[config.mk]
export PLATFORM = sky130hd
export DESIGN_NAME = signature_accumulator
export DESIGN_NICKNAME = d
export VERILOG_FILES = /design/src/rtl/signature_accumulator.sv
export SDC_FILE = /design/constraint.sdc
export NUM_CORES = 1
export LEC_CHECK = 0
export BUFFER_PORTS_ARGS = -buffer_cell sky130_fd_sc_hd__buf_2
export CELL_PAD_IN_SITES_DETAIL_PLACEMENT = 1
export CELL_PAD_IN_SITES_GLOBAL_PLACEMENT = 1
export CORE_MARGIN = 5
export CORE_UTILIZATION = 32
export CTS_BUF_LIST = sky130_fd_sc_hd__clkbuf_2
export DETAILED_ROUTE_END_ITERATION = 10
export PLACE_DENSITY = 0.8
export SLEW_MARGIN = 10
export SYNTH_ARGS = -nofsm -noshare
export SYNTH_HDL_FRONTEND = slang
export SYNTH_SLANG_ARGS = --single-unit
[constraint.sdc]
create_clock -name clk -period 3.2 [get_ports clk]
set_input_delay 0.32 -clock clk [delete_from_list [all_inputs] [get_ports clk]]
set_output_delay 0.32 -clock clk [all_outputs]
set_load 0.05 [all_outputs]
[src/rtl/signature_accumulator.sv]
// Signature analyser: drives a stimulus count and folds observed buses into a rotating-add signature.
// Optional mid-run snapshot register is compiled in with `define SIG_SNAPSHOT_EN.
module signature_accumulator #(
    parameter int DATA_W = 8,
    parameter int NUM_CH = 12,
    parameter int STIM_W = 8
) (
    input  logic                     clk,
    input  logic                     reset,
    input  logic                     start,
    input  logic                     abort,
    input  logic [DATA_W-1:0]        seed,
    input  logic [NUM_CH*DATA_W-1:0] ch_data,
    input  logic [STIM_W-1:0]        snap_point,
    output logic [STIM_W-1:0]        stimulus,
    output logic [2*DATA_W-1:0]      signature,
    output logic [2*DATA_W-1:0]      snap_sig,
    output logic                     busy,
    output logic                     done
);

    localparam int SW = 2 * DATA_W;

    localparam logic [1:0] S_IDLE = 2'd0;
    localparam logic [1:0] S_RUN  = 2'd1;
    localparam logic [1:0] S_DONE = 2'd2;

    logic [1:0]        r_state;
    logic [1:0]        w_next;
    logic [STIM_W-1:0] r_stim;
    logic [SW-1:0]     r_sig;
    logic [DATA_W-1:0] r_seed;
    logic              r_busy;
    logic              r_done;

    logic [DATA_W-1:0] w_scr;
    logic [DATA_W-1:0] w_sum;
    logic [SW-1:0]     w_fold;
    logic              w_last;
    logic              w_fold_en;

    always_comb begin
        w_scr = r_seed;
        for (int k = 0; k < NUM_CH; k++) begin
            w_scr = w_scr ^ ch_data[k*DATA_W +: DATA_W];
        end
    end

    // Carry out of the low-half add is dropped, then the whole word rotates left by one.
    assign w_sum     = r_sig[DATA_W-1:0] + w_scr;
    assign w_fold    = {r_sig[SW-2:DATA_W], w_sum, r_sig[SW-1]};
    assign w_last    = &r_stim;
    assign w_fold_en = (r_state == S_RUN) && !start && !abort && !w_last;

    always_comb begin
        w_next = r_state;
        if (start) begin
            w_next = S_RUN;
        end else if (r_state == S_RUN) begin
            if (abort) begin
                w_next = S_IDLE;
            end else if (w_last) begin
                w_next = S_DONE;
            end
        end
    end

    always_ff @(posedge clk or posedge reset) begin
        if (reset) begin
            r_state <= S_IDLE;
            r_stim  <= '0;
            r_sig   <= '0;
            r_seed  <= '0;
            r_busy  <= 1'b0;
            r_done  <= 1'b0;
        end else begin
            r_state <= w_next;
            r_busy  <= (w_next == S_RUN);
            r_done  <= (w_next == S_DONE);
            if (start) begin
                r_stim <= '0;
                r_sig  <= '0;
                r_seed <= seed;
            end else if (w_fold_en) begin
                r_stim <= r_stim + 1'b1;
                r_sig  <= w_fold;
            end
        end
    end

`ifdef SIG_SNAPSHOT_EN
    logic [SW-1:0] r_snap;

    always_ff @(posedge clk or posedge reset) begin
        if (reset) begin
            r_snap <= '0;
        end else if (start) begin
            r_snap <= '0;
        end else if (w_fold_en && (r_stim == snap_point)) begin
            r_snap <= w_fold;
        end
    end

    assign snap_sig = r_snap;
`else
    logic w_unused_snap;

    assign w_unused_snap = ^snap_point;
    assign snap_sig      = '0;
`endif

    assign stimulus  = r_stim;
    assign signature = r_sig;
    assign busy      = r_busy;
    assign done      = r_done;

endmodule

==> flow_metrics.env <==
export IMPL_drc=0
export IMPL_path_cells="xnor2_1 > xnor2_1 > xnor2_1 > ha_1 > inv_1 > fa_1 > nor2b_1 > o21ai_0 > a21boi_0 > o21a_1 > o21ai_0 > o311ai_0"
export IMPL_yosys_warnings=0
export IMPL_finalSetupViolCount=0
export IMPL_cts_made_buffers=5
export IMPL_post_synth_num_cell_types=37
export IMPL_core_area_sq_um=8260
export IMPL_start_kind="flip-flop"
export IMPL_power_leakage_nw=1.68
export IMPL_via_per_inst=4.45
export IMPL_clockBufferDepth=2
export IMPL_nets=547
export IMPL_cts_sinks=36
export IMPL_crit_path_start="r_seed[0]$_DFFE_PP0P_"
export IMPL_grt_pass1_wl_um=11200
export IMPL_synth_seq_cells=36
export IMPL_num_io_pins=158
export IMPL_critPathMaxStageDelay_ns=0.43
export IMPL_power_frac_clock_pct=15.8
export IMPL_synth_edf_count=0
export IMPL_grt_util_all_layers_pct=13.2
export IMPL_clk_pin_slew_ns=0.20
export IMPL_critical_path_class="reg -> reg"
export IMPL_power_total_mw=1.80
export IMPL_setup_tns_ns=0
export IMPL_start_util_pct=33.2
export IMPL_grt_start_max_net_pins=39
export IMPL_antenna_found_initial=0
export IMPL_fin_skew_ns=0.0181
export IMPL_netlist_area_sq_um=2740
export IMPL_vdd_drop_max_mv=0.191
export IMPL_worst_slew_pin_slew_ns=0.746
export IMPL_synthCells=287
export IMPL_grt_pass1_vias=2604
export IMPL_synthTopCellsByArea="dfrtp_1 (33%), xnor2_1 (26%), xor2_1 (6.7%)"
export IMPL_insertion_delay_ns=0.38
export IMPL_synth_ff_type="dfrtp_1"
export IMPL_wl_per_cell_um=13.3
export IMPL_dieArea_sq_um=10500
export IMPL_cts_tree="done"
export IMPL_period_needed_ns=2.58
export IMPL_timing_rr_end="signature[7]$_DFFE_PP0P_"
export IMPL_wl_met2_um=3680
export IMPL_vias=2346
export IMPL_worstPathRequired_ns=3.47
export IMPL_most_common_layout_cells="buf_2 (133), xnor2_1 (82), dfrtp_1 (36), nand2_1 (26), xor2_1 (21)"
export IMPL_endpoint_kind="flip-flop"
export IMPL_synth_top_area_share_pct=32.9
export IMPL_endpoint="signature[7]$_DFFE_PP0P_"
export IMPL_yosys_area_top_type="dfrtp_1"
export IMPL_synthToLayoutAreaGrowth_pct=28.7
export IMPL_max_freq_mhz=388
export IMPL_synthArstFlopShare_pct=100
export IMPL_post_cts_buffers=0
export IMPL_yosysSeqAreaShare_pct=32.9
export IMPL_p_comb_share_pct=54.3
export IMPL_min_period_over_period_pct=80.5
export IMPL_wl_met3_um=707
export IMPL_hold_buffers=0
export IMPL_drive_gt1_share_pct=36.0
export IMPL_root_buffer="clkbuf_2"
export IMPL_num_antenna_cells=0
export IMPL_grt_overflow_total=0
export IMPL_htreeDepth=2
export IMPL_rrSetupSlack_ns=0.62
export IMPL_drtAntennaViolNets=0
export IMPL_hold_violations=0
export IMPL_syn_mean_instance_area_sq_um=9.54
export IMPL_drt_pre_antenna_iters=4
export IMPL_wl_um=7020
export IMPL_place_gp_congestion=0.738
export IMPL_wl_met1_um=2560
export IMPL_r2r_start="r_seed[0]$_DFFE_PP0P_"
export IMPL_cap_violations=0
export IMPL_finalMaxSlewViolations=0
export IMPL_cellPowerDensity_nw_per_um2=510
export IMPL_die_y_um=103
export IMPL_rr_worst_depth=12
export IMPL_intPower_mw=1.06
export IMPL_switching_share_pct=40.8
export IMPL_hold_class="in -> async"
export IMPL_p_seq_share_pct=30.0
export IMPL_holdWs_ns=0.0149
export IMPL_crit_top_cell="xnor2_1"
export IMPL_slew_limit_headroom_pct=50.2
export IMPL_cp_data_arrival_time_ns=2.84
export IMPL_rsz0062_at_grt="no"
export IMPL_final_common_cell="buf_2"
export IMPL_hpwlAfterDp_um=5850
export IMPL_drt_iter0_drc=32
export IMPL_critPathSlowestCell="dfrtp_1"
export IMPL_cts_resized=0
export IMPL_outcome="completed"
export IMPL_p_sw_uw=734
export IMPL_highest_layer="met4"
export IMPL_cp_max_fo=2
export IMPL_port_buffers=133
export IMPL_rows=33
export IMPL_fill_cells=1014
export IMPL_die_w_um=103
==> sequential cells by signal (all words and copies together) (netlist names) <==
register,cells
signature,16
r_seed,8
stimulus,8
r_state,2
busy,1
done,1
==> cell usage after synthesis (2+ instances only) <==
library cell	count
buf_4	17
xnor3_1	2
nand2b_1	2
xor2_1	21
dfrtp_1	36
nand4_1	3
nor3_1	2
nand3_1	4
ha_1	9
nor2_1	15
nand2_1	26
xnor2_1	82
nor2b_1	3
mux2_2	8
nand3b_1	3
a21boi_0	2
nor3b_1	2
inv_1	7
clkbuf_1	5
a21oi_1	16
o21ai_0	5
or3_1	2
==> power groups by stage <==
stage	registers, mW	logic [mW]	clock network [mW]
after CTS	0.541	0.996	0.297
after global placement	0.547	0.955	0
final	0.539	0.975	0.283
after detailed placement	0.549	0.987	0
after global routing	0.547	1.08	0.312
after floorplan	0.666	0.645	0
==> cell type report <==
cell class | instances | area (sq um) | share of cell area, %
sequential | 36 | 901 | 25.6
inverter | 7 | 26.3 | 0.745
clock buffer | 5 | 25.0 | 0.710
clock inverter | 3 | 37.5 | 1.06
timing repair buffer | 136 | 688 | 19.5
multi-input combinational | 235 | 1720 | 48.7
tap | 105 | 131 | 3.73
==> how the worst min path moves through the flow <==
stage | cells after the start | end | startpoint | slack (ns)
CTS | 3 | signature[5]$_DFFE_PP0P_ | reset | 0.007
detailed placement | 3 | r_seed[5]$_DFFE_PP0P_ | reset | 0.47
floorplan | 1 | r_seed[0]$_DFFE_PP0P_ | seed[0] | 0.47
finish | 3 | r_seed[6]$_DFFE_PP0P_ | reset | 0.01
global route | 3 | stimulus[2]$_DFFE_PP0P_ | reset | 0.02
global placement | 3 | r_seed[5]$_DFFE_PP0P_ | reset | 0.46
==> cells by family (layout without fill, tap and decap cells) <==
kind of cell | Yosys count | count (layout) | share of synthesized area [%]
DFF | 36 | 36 | 32.9
and+or+nand+nor | 65 | 65 | 11.1
buffers and inverters | 31 | 151 | 6.62
muxes | 8 | 8 | 3.29
AOI/OAI and AO/OA | 31 | 31 | 6.53
xor gates and xnor gates | 105 | 105 | 34.6
other | 1 | 16 | 0.137
adders and majority gates | 10 | 10 | 4.84
==> stage by stage <==
step	instances	utilization, %	worst slack (ns)	cell area [sq um]
after CTS	527	42.7	0.569	3530
after detailed placement	519	41.9	0.502	3460
after global placement	519	41.9	0.575	3460
final	527	42.7	0.624	3530
after global routing	527	42.7	0.365	3530
after floorplan	302	-	0.864	2800
==> routing by layer <==
metal,up-vias,track usage (%)
met5,-,0
met4,0,3.23
met3,5,4.19
met2,94,25.0
met1,1084,14.2
li1,1163,-
==> worst max-delay path: cells and delay by family, from the launching register on <==
| family | cells | cell delay (ns) |
|---|---|---|
| AND/OR/NAND/NOR | 1 | 0.13 |
| AO/OA/AOI/OAI | 5 | 0.73 |
| XOR/XNOR | 3 | 0.50 |
| flip-flops | 1 | 0.43 |
| buffers and inverters | 1 | 0.06 |
| adder cells (fa/ha/maj) | 2 | 0.61 |
Note: power is estimated with default switching activity, not from simulation.
